[src/rtl/binary_bcd_seq.sv]
// binary_bcd_seq: sequential binary-to-BCD converter (shift-and-add-3).
// One bit is consumed per clock; results, leading-zero blanking and the
// overflow flag are registered and held until the next conversion ends.
module binary_bcd_seq #(
  parameter int WIDTH  = 8,
  parameter int DIGITS = 3
) (
  input  logic                  clk,
  input  logic                  rst_n,
  input  logic                  start,
  input  logic [WIDTH-1:0]      binary,
  output logic                  busy,
  output logic                  done,
  output logic [4*DIGITS-1:0]   bcd,
  output logic [DIGITS-1:0]     blank,
  output logic                  overflow
);

  // state | meaning
  // IDLE  | waiting for start
  // SHIFT | one double-dabble step per cycle, counter counts down
  // DONE  | one-cycle done pulse; start here chains the next conversion

  localparam int BW = 4 * DIGITS;
  localparam int CW = $clog2(WIDTH + 1);
  localparam logic [DIGITS-1:0] BLANK_RST = ~DIGITS'(1);

  typedef enum logic [1:0] {S_IDLE, S_SHIFT, S_DONE} state_t;

  state_t            r_state;
  state_t            w_next;
  logic [WIDTH-1:0]  r_shift;
  logic [BW-1:0]     r_scratch;
  logic              r_ovf_acc;
  logic [CW-1:0]     r_cnt;
  logic [BW-1:0]     r_bcd;
  logic [DIGITS-1:0] r_blank;
  logic              r_ovf;

  logic              w_accept;
  logic              w_last;
  logic [BW-1:0]     w_adj;
  logic [BW-1:0]     w_scratch_nxt;
  logic              w_ovf_bit;
  logic [DIGITS-1:0] w_blank_nxt;
  logic              w_zero_above;

  assign w_accept = start && ((r_state == S_IDLE) || (r_state == S_DONE));
  assign w_last   = (r_state == S_SHIFT) && (r_cnt == CW'(1));

  // Add-3 adjust of every scratch digit that is 5 or more
  always_comb begin
    w_adj = r_scratch;
    for (int d = 0; d < DIGITS; d++) begin
      if (r_scratch[4*d +: 4] >= 4'd5) begin
        w_adj[4*d +: 4] = r_scratch[4*d +: 4] + 4'd3;
      end
    end
  end

  // Top scratch bit about to be shifted out means the value no longer fits
  assign w_ovf_bit     = w_adj[BW-1];
  assign w_scratch_nxt = {w_adj[BW-2:0], r_shift[WIDTH-1]};

  // Leading-zero blanking of the final scratch; the ones digit is never blanked
  always_comb begin
    w_blank_nxt  = '0;
    w_zero_above = 1'b1;
    for (int d = DIGITS - 1; d >= 1; d--) begin
      w_zero_above   = w_zero_above && (w_scratch_nxt[4*d +: 4] == 4'd0);
      w_blank_nxt[d] = w_zero_above;
    end
  end

  // State register
  always_ff @(posedge clk or negedge rst_n) begin
    if (!rst_n) begin
      r_state <= S_IDLE;
    end else begin
      r_state <= w_next;
    end
  end

  // Next-state decode
  always_comb begin
    w_next = r_state;
    case (r_state)
      S_IDLE:  if (start) w_next = S_SHIFT;
      S_SHIFT: if (r_cnt == CW'(1)) w_next = S_DONE;
      S_DONE:  w_next = start ? S_SHIFT : S_IDLE;
      default: w_next = S_IDLE;
    endcase
  end

  // Conversion datapath: load on accept, step while shifting, latch result on last step
  always_ff @(posedge clk or negedge rst_n) begin
    if (!rst_n) begin
      r_shift   <= '0;
      r_scratch <= '0;
      r_ovf_acc <= 1'b0;
      r_cnt     <= '0;
      r_bcd     <= '0;
      r_blank   <= BLANK_RST;
      r_ovf     <= 1'b0;
    end else if (w_accept) begin
      r_shift   <= binary;
      r_scratch <= '0;
      r_ovf_acc <= 1'b0;
      r_cnt     <= CW'(WIDTH);
    end else if (r_state == S_SHIFT) begin
      r_shift   <= r_shift << 1;
      r_scratch <= w_scratch_nxt;
      r_ovf_acc <= r_ovf_acc | w_ovf_bit;
      r_cnt     <= r_cnt - CW'(1);
      if (w_last) begin
        r_bcd   <= w_scratch_nxt;
        r_blank <= w_blank_nxt;
        r_ovf   <= r_ovf_acc | w_ovf_bit;
      end
    end
  end

  // Outputs decode only from registers, so no input reaches an output combinationally
  always_comb begin
    busy     = (r_state == S_SHIFT);
    done     = (r_state == S_DONE);
    bcd      = r_bcd;
    blank    = r_blank;
    overflow = r_ovf;
  end

endmodule

[config.mk]
export PLATFORM = sky130hd
export DESIGN_NAME = binary_bcd_seq
export DESIGN_NICKNAME = d
export VERILOG_FILES = /design/src/rtl/binary_bcd_seq.sv
export SDC_FILE = /design/constraint.sdc
export NUM_CORES = 1
export LEC_CHECK = 0
export BUFFER_PORTS_ARGS = -buffer_cell sky130_fd_sc_hd__buf_2
export CORE_MARGIN = 2
export CORE_UTILIZATION = 35
export CTS_BUF_LIST = sky130_fd_sc_hd__clkbuf_8
export CTS_CLUSTER_SIZE = 12
export DETAILED_ROUTE_END_ITERATION = 10
export PLACE_DENSITY = 0.64
export SLEW_MARGIN = 40
export SYNTH_ARGS = -nofsm -noshare
export SYNTH_HDL_FRONTEND = slang
export SYNTH_SLANG_ARGS = --single-unit
[constraint.sdc]
create_clock -name clk -period 2.86 [get_ports clk]
set_input_delay 0.572 -clock clk [delete_from_list [all_inputs] [get_ports clk]]
set_output_delay 0.572 -clock clk [all_outputs]
set_load 0.03 [all_outputs]
### Yosys cells after proc, flatten, opt, wreduce, memory -nomap -nowiden

Index checks and enable logic that the tools add are counted.
W data, S select, Z words.

| cells by class | value |
|---|---|
| add/subtract/negate cells | 4 |
| magnitude comparators | 3 |
| equal/unequal tests | 5 |
| mux-type cells | 15 |
| bitwise gates (word level) | 2 |
| reductions and logical operators | 10 |

Operator list:

| kind | number |
|---|---|
| $mux W12 | 2 |
| $mux W4 | 5 |
| $mux W8 | 2 |
| $add A4 B2 Y4 const B | 3 |
| $ge A4 B3 Y1 const B | 3 |
| $logic_not A4 Y1 | 2 |
| $pmux W2 S3 | 1 |
| $eq A4 B1 Y1 const B | 1 |
| $mux W2 | 2 |
| $sub A4 B1 Y4 const B | 1 |
| $logic_and A1 B1 Y1 | 3 |
| $mux W1 | 3 |
| $reduce_and A3 Y1 | 1 |
| $eq A2 B1 Y1 const B | 1 |
| $eq A2 B2 Y1 const B | 1 |
| $logic_not A2 Y1 | 1 |
| $ne A2 B1 Y1 const B | 1 |
| $ne A2 B2 Y1 const B | 1 |
| $reduce_and A2 Y1 | 1 |
| $reduce_bool A2 Y1 | 1 |
| $logic_or A1 B1 Y1 | 1 |
| $not A1 Y1 | 1 |
| $or A1 B1 Y1 | 1 |

| storage, ports and cells | value |
|---|---|
| flip-flop bits (word level) | 42 |
| input port bits | 11 |
| output and inout port bits | 18 |
| logic and storage cells | 47 |

### Longest topological paths before layout

Gate-level depths: netlist of the first run.

| depth | value |
|---|---|
| depth after elaboration | 5 |
| mapped depth | 8 |
| mapped depth without buffers | 7 |

### Worst setup path after synthesis of the first run

No wires, ideal clock.

| timing | value |
|---|---|
| path kind | reg-to-reg |
| start point | register r_scratch[8] |
| end point | register r_blank[1] (netlist: blank[1]) |
| library setup time | 0.097 ns |
| data arrival time | 1.641 ns |
| data required time | 2.763 ns |
| slack | 1.122 ns |
| cell stages (with the launch flop) | 6 |
| buffers on the path | 0 |
| clock period less this slack | 1.738 ns |
| cells stage by stage | dfrtp_1 > ha_1 > nand2b_2 > a2111oi_4 > o211ai_2 > o41ai_2 |

| on the way | value |
|---|---|
| longest elaborated chain between the ends | 4 |
| elaborated cells on any way between the ends | 5 |
| those cells by class | add/sub (1); order compare (1); mux (1); reduce/logical (2) |

Ends and longest elaborated chain:

| element | line | RTL |
|---|---|---|
| start: declaration | 33 | `logic [BW-1:0] r_scratch;` |
| start signal: assignment | 112 | `r_scratch <= w_scratch_nxt;` |
| $add A4 B2 Y4 or $ge A4 B3 Y1 (tied branches) | 56, 55 |  |
| $mux W4 (*) | 55 | `if (r_scratch[4*d +: 4] >= 4'd5) begin` |
| $logic_not A4 Y1 (*) | 70 | `w_zero_above = w_zero_above && (w_scratch_nxt[4*d +: 4] == 4'd0);` |
| $logic_and A1 B1 Y1 (*) | 70 |  |
| end signal: assignment | 117 | `r_blank <= w_blank_nxt;` |
| end: declaration | 37 | `logic [DIGITS-1:0] r_blank;` |

Mark *: on every way between the ends. The rest lies on a longest branch, timed or not.
A chain may end at the register's enable or synchronous reset.

### Worst setup path in the final report of the first run

| timing | value |
|---|---|
| start point | register r_state[1] |
| end point | register r_blank[1] (netlist: blank[1]) |

| on the way | value |
|---|---|
| longest elaborated chain between the ends | 5 |
| elaborated cells on any way between the ends | 8 |
| those cells by class | eq/ne (2); bitwise (1); reduce/logical (5) |

Ends and longest elaborated chain:

| element | line | RTL |
|---|---|---|
| start: declaration | 30 | `state_t r_state;` |
| start signal: assignment | 80 | `r_state <= w_next;` |
| $eq A2 B2 Y1 or $logic_not A2 Y1 (tied branches) | 48 | `assign w_accept = start && ((r_state == S_IDLE) \|\| (r_state == S_DONE));` |
| $logic_or A1 B1 Y1 | 48 |  |
| $logic_and A1 B1 Y1 | 48 |  |
| $not A1 Y1 (no line) | - |  |
| $reduce_and A3 Y1 (no line) (*) | - |  |

Marked as above.

==> out/metrics.yaml, run 1 <==
drt:
  drt_wl_total_um: 3793
  postRouteAntennaNets: 0
  drt_iter0_drc: 49
  post-route-drc-count: 0
  drtPass1Iterations: 4
  dr_total_vias: 1424
  post_drt_wl_per_cell_um: 12.86
  routed_via_density: 4.827
global_route:
  grt_pass1_wl_um: 6423
  use_met3: 0.03258
  grtUsageTotal: 0.1292
  grt_overflow: 0
  top_usage_layer: "met2"
  grt_pass1_vias: 1338
  grt_max_degree: 43
  grt_use_met1: 0.1834
  gr-usage-met2: 0.1933
  antenna_found_initial: 0
clock_tree:
  h-tree-depth: 2
  insertion_delay_ns: 0.28
  cts_buffers: 5
  cts_setup_buffers: 0
  cts.sinks: 42
  cts_resized: 0
  clock_path_buffers: 2
  clk_pin_slew_worst_paths_ns: 0.08
  root_buffer: "clkbuf_8"
  cts_tree: "yes"
  cts_hold_buf: 0
timing:
  finalCritPeriodShare: 0.7279
  setup_violations: 0
  setup_tns_ns: 0
  grt_setup_unrepaired: "false"
  fmax_mhz: 480.3
  slew-limit-headroom: 0.6551
  hold_viol: 0
  maxSlewViolCount: 0
  layout_min_cycle_time_ns: 2.082
  max_slew.worst_pin.slew_ns: 0.5167
  fin_ws_ns: 0.7781
  worst_clock_skew_ns: 0.006034
setup_path:
  start_kind: "flop"
  critPathSlowestCell: "inv_1"
  arrival_ns: 2.27
  crit_type: "flop to flop"
  crit_family: "buffers and inverters"
  path_max_fanout: 18
  crit_path_end_kind: "flop"
  cp_cell_sequence: "nand2b_2, inv_4, nand2_4, inv_1, nand2_1, o41ai_2"
  cp_slowest_stage_delay_ns: 0.41
  cp.buffers_inverters: 2
  crit_required_ns: 3.05
placed_design:
  place_ws_ns: 0.7528
  placed_cell_area_mm2: 0.002246
  hpwl_um: 2761
  io_buffers: 27
  gp_congestion: 0.7202
die:
  die_area_mm2: 0.006450
  io_pins: 29
  die_y_um: 80.31
  start_util: 0.3657
  core_mm2: 0.005574
  fp.dieW_um: 80.31
  row_count: 27
synthesis:
  synthXorXnorAreaFrac: 0.02149
  synth_seq_cells: 42
  synth_top_family_by_area: "compound AO/OA/AOI/OAI gates"
  netlist-cell-type-count: 39
  synth_mux_area_frac: 0.05279
  synthFlopType: "dfrtp_1"
  synthCells: 193
  synth_area_mm2: 0.002038
  seq_area_frac_synth: 0.5169
  synth_nets: 212
  synth_adder_area_share: 0.04911
  avgSynthCellArea_um2: 10.56
  synth_edf_count: 0
  synthSimpleGateAreaFrac: 0.1535
  async_flop_share: 1.000
  yosys_warnings: 0
  synth_compound_area_frac: 0.1657
power:
  powerDensity_mw_per_mm2: 1262
  p_leak_nw: 1.122
  vdd_drop_max_mv: 0.5127
finish:
  final_cell_area_mm2: 0.002362
  area_growth_pct: 15.90
  layout.nets: 241
  drive_above_1_share: 0.2377
  num_antenna_cells: 0
  utilization: 0.4238
worst_hold_path:
  holdCritPathClass: "input pin to async pin"
run_status:
  status: "completed"
run:
  maxCapViolCount: 0
-- where the power goes --
group,internal (W),switching (W),total [W]
clock,0.000281,0.000192,0.000473
sequential,0.000873,0.000232,0.00111
combinational,0.000564,0.000838,0.00140
total,0.00172,0.00126,0.00298
-- cell usage after synthesis, types with 2 or more instances --
cell type | instances | area, µm²
dfrtp_1 | 40 | 1001
nand2_1 | 34 | 127.6
o21ai_0 | 16 | 80.08
inv_1 | 10 | 37.54
a21oi_1 | 8 | 40.04
a22o_1 | 8 | 70.07
ha_1 | 8 | 100.1
a22oi_1 | 7 | 52.55
mux2_2 | 6 | 67.56
nor2_1 | 6 | 22.52
clkbuf_1 | 4 | 15.01
mux2i_1 | 4 | 40.04
nor3b_1 | 4 | 30.03
xnor2_1 | 4 | 35.03
nand2b_1 | 3 | 18.77
a31oi_1 | 2 | 12.51
and2_1 | 2 | 12.51
buf_4 | 2 | 15.01
dfstp_2 | 2 | 52.55
nand2b_2 | 2 | 17.52
nor2b_1 | 2 | 12.51
nor3_1 | 2 | 10.01
-- worst reg2reg max path, stage by stage (launching register included) --
cell      delay (ns)
dfrtp_1         0.37
nand2b_2        0.29
inv_4           0.24
nand2_4         0.12
inv_1           0.41
nand2_1         0.19
o41ai_2         0.37
-- cell type report --
cell class	instances	area [µm²]
fill	543	3212
timing repair buffer	29	152.6
multi-input combinational	133	905.9
clock inverter	2	33.78
tap	72	90.09
sequential	42	1054
inverter	11	43.79
clock buffer	6	82.58
-- through the flow --
stage          std cells  power (W)  hold WS (ns)
6_report             295   0.002981        0.2541
5_1_grt              295   0.003232        0.2952
4_1_cts              295   0.003019        0.2719
3_5_place_dp         287   0.002535        0.4636
3_3_place_gp         287   0.002504        0.4628
2_1_floorplan        193   0.002172        0.2764
-- cell families after synthesis --
group           count (synthesis)
compound gates                 48
flops                          42
xor+xnor                        5
simple gates                   61
buf+inv                        18
fa+ha+maj                       8
other cells                     1
mux                            10
-- worst paths after layout --
kind,start,to,slack (ns),depth (start not counted)
worst max-delay path,r_state[1],blank[1],0.78,6
min in group clk,r_shift[3],r_shift[3],0.49,2
worst min-delay path,rst_n,r_shift[5],0.25,1
worst min register to register,r_shift[3],r_shift[3],0.49,2
worst max register to register,r_state[1],blank[1],0.78,6
max in group asynchronous,rst_n,blank[1],2.23,1
-- metal layers --
metal	part of all wire	wire length (µm)	vias to the layer above
met5	0	0	-
met4	0.011	41	0
met3	0.046	175	4
met2	0.44	1669	28
met1	0.50	1907	663
li1	-	-	729
-- sequential cells by signal, summed over array words and instances (netlist names) --
| name | cells |
|---|---|
| bcd | 12 |
| blank | 2 |
| overflow | 1 |
| r_cnt | 4 |
| r_ovf_acc | 1 |
| r_scratch | 12 |
| r_shift | 8 |
| r_state | 2 |
-- placed cells by master, fill, tap and decap left out, types with 2 or more instances in the layout --
master,instances
mux2i_1,4
buf_2,26
mux2_2,6
nor3b_1,4
a22oi_1,7
nor2b_1,2
and2_1,2
buf_4,3
nor2_1,6
xnor2_1,4
inv_1,11
nand2b_2,2
dfrtp_1,40
nand2b_1,3
a22o_1,8
nor3_1,2
o21ai_0,16
clkbuf_8,6
nand2_1,34
a21oi_1,8
ha_1,8
a31oi_1,2
dfstp_2,2
No activity file was read; power rests on OpenSTA's default activity.
==> run 2, diff against run 1 <==
Settings changed: ABC_AREA set to 1.
Clock period 2.86 ns to 2 ns, I/O delays scaled along.
==> out/metrics.yaml, run 2 <==
run_status:
  status: "completed"
drt:
  post_drt_wl_per_cell_um: 12.33  # -4.1%
  drtPass1Iterations: 4  # unchanged
  drt_wl_total_um: 4019  # +6.0%
  routed_via_density: 4.865  # +0.79%
  dr_total_vias: 1586  # +11%
  post-route-drc-count: 0  # unchanged
  postRouteAntennaNets: 0  # unchanged
  drt_iter0_drc: 106  # +120%
power:
  clkPwrFrac: 0.129  # -0.030
  power_w: 0.004078  # +37%
  powerDensity_mw_per_mm2: 1785  # +41%
  comb_power_share: 0.509  # +0.038
  p_leak_nw: 1.170  # +4.3%
  vdd_drop_max_mv: 0.6084  # +19%
  seqPwrFrac: 0.362  # -0.009
  power.internal_w: 0.002153  # +25%
  p_sw_w: 0.001925  # +53%
  p_sw_frac: 0.4721  # +0.04859
die:
  row_count: 27  # unchanged
  start_util: 0.3629  # -0.002739
  die_y_um: 79.80  # -0.64%
  fp.dieW_um: 79.80  # -0.64%
  io_pins: 29  # unchanged
  die_area_mm2: 0.006367  # -1.3%
  core_mm2: 0.005540  # -0.61%
timing:
  setup_tns_ns: 0  # unchanged
  slew-limit-headroom: 0.5363  # -0.1188
  layout_min_cycle_time_ns: 1.539
  maxSlewViolCount: 0  # unchanged
  fmax_mhz: 649.8
  max_slew.worst_pin.slew_ns: 0.6956  # +0.1788 ns
  setup_violations: 0  # unchanged
  hold_viol: 0  # unchanged
  whs_ns: 0.1389  # -0.1152 ns
  worst_clock_skew_ns: 0.007045  # +0.001011 ns
  finalCritPeriodShare: 0.7695
  grt_setup_unrepaired: "false"
synthesis:
  async_flop_share: 1.000  # unchanged
  synth.area.top_cells: "dfrtp_1, nand2_1, inv_1"
  synth_edf_count: 0  # unchanged
  avgSynthCellArea_um2: 9.016  # -15%
  synth_nets: 242  # +14%
  synth_area_mm2: 0.002011  # -1.4%
  synthFlopType: "dfrtp_1"
  seq_area_frac_synth: 0.5240  # +0.007076
  synth_seq_cells: 42  # unchanged
  yosys_warnings: 0  # unchanged
  synthCells: 223  # +16%
  synth_top_area_frac: 0.4978  # +0.006723
  yosys.cell_count.top_type: "nand2_1"
  synth_top_area_cell: "dfrtp_1"
  synth_common_cells: "nand2_1, dfrtp_1, inv_1"
  netlist-cell-type-count: 28  # -28%
setup_path:
  start_kind: "flop"
  crit_path_end_kind: "output port"
  path_max_fanout: 6  # -12
  arrival_ns: 1.14  # -1.13 ns
  crit_type: "flop to output port"
  crit_required_ns: 1.60  # -1.45 ns
finish:
  num_antenna_cells: 0  # unchanged
  final_common_cell: "nand2_1"
  area_growth_pct: 13.63
  drive_above_1_share: 0.1811  # -0.05657
  final_cell_area_mm2: 0.002285  # -3.3%
  final_cell_mix: "nand2_1, dfrtp_1, inv_1"
  fill_cells: 578  # +6.4%
  multi_input_area_um2: 773.2  # -15%
  layout.nets: 272  # +13%
  register_area_mm2: 0.001054  # unchanged
clock_tree:
  cts_hold_buf: 0  # unchanged
  cts_buffers: 5  # unchanged
  cts_setup_buffers: 0  # unchanged
  h-tree-depth: 2  # unchanged
  root_buffer: "clkbuf_8"
  cts_tree: "yes"
  clock_path_buffers: 2  # unchanged
  insertion_delay_ns: 0.30  # +0.02 ns
  cts.sinks: 42  # unchanged
  clk_pin_slew_worst_paths_ns: 0.08  # about the same
  cts_resized: 0  # unchanged
global_route:
  grt_overflow: 0  # unchanged
  antenna_found_initial: 0  # unchanged
  grtUsageTotal: 0.1439  # +0.01461
  grt_max_degree: 32  # -26%
  grt_pass1_vias: 1545  # +15%
  grt_pass1_wl_um: 7017  # +9.2%
placed_design:
  placed_cell_area_mm2: 0.002202  # -1.9%
  io_buffers: 27  # unchanged
  hpwl_um: 2808  # +1.7%
  gp_congestion: 0.8550  # +19%
run:
  maxCapViolCount: 0  # unchanged
worst_hold_path:
  holdCritPathClass: "input pin to async pin"
## run 2: cell count changes after synthesis, sizes merged, moves of 6 or more
cell,before,now
nand3,0,8
o22ai,1,12
a22oi,7,0
nand2,35,54
mux2,6,0
o221ai,0,7
a22o,8,0
inv,11,34
nor2,6,12
## run 2: through the flow
stage	utilization	setup slack, ns	std cells
3_3_place_gp	0.3975	0.5444	318
6_report	0.4124	0.4610	326
5_1_grt	0.4124	0.3163	326
2_1_floorplan	-	0.7165	223
4_1_cts	0.4124	0.4368	326
3_5_place_dp	0.3975	0.5096	318
## run 2: cells by family (layout without fill, tap and decap cells)
family,after synthesis,in the layout,share of synthesized area
buffers and inverters,41,72,0.09148
AND/OR/NAND/NOR,81,81,0.1836
XOR/XNOR,1,1,0.004357
flip-flops,42,42,0.5240
AO/OA/AOI/OAI,49,49,0.1450
adder cells (fa/ha/maj),8,8,0.04978
other,1,1,0.001865
## run 2: final cells by class
type                    count  share of cell area
multi-input cells         140              0.3384
inverters                  34             0.05586
well taps                  72             0.03943
clock inverters             3            0.006024
clock buffers               5             0.03012
flip-flops and latches     42              0.4611
repair buffers             30             0.06900
## run 2: per-layer routing
layer / global-route usage / wire [µm]
met1: 0.1678 / 1797
met2: 0.2513 / 1992
met4: 0.07119 / 77
met3: 0.02828 / 151
met5: 0 / 0
## run 2: power groups by stage
stage / sequential [W] / combinational [W] / clock (W)
CTS: 0.00148 / 0.00209 / 0.000550
detailed placement: 0.00149 / 0.00207 / 0
global route: 0.00152 / 0.00236 / 0.000579
finish: 0.00147 / 0.00208 / 0.000526
floorplan: 0.00172 / 0.00138 / 0
global placement: 0.00148 / 0.00204 / 0
## run 2: critical path, cell delays in order, from the launching register on
cell,delay [ns]
dfrtp_1,0.44
nor2_8,0.19
buf_2,0.22
## run 2: worst paths after layout
kind | startpoint | endpoint | slack [ns] | cells after the start
min in group clk | binary[5] | r_shift[5] | 0.31 | 3
worst min-delay path | rst_n | bcd[1] | 0.14 | 1
max in group asynchronous | rst_n | r_cnt[3] | 1.28 | 2
worst max-delay path | r_state[1] | busy | 0.46 | 2
worst max register to register | r_scratch[4] | blank[1] | 0.47 | 10
worst min register to register | blank[1] | blank[1] | 0.47 | 2
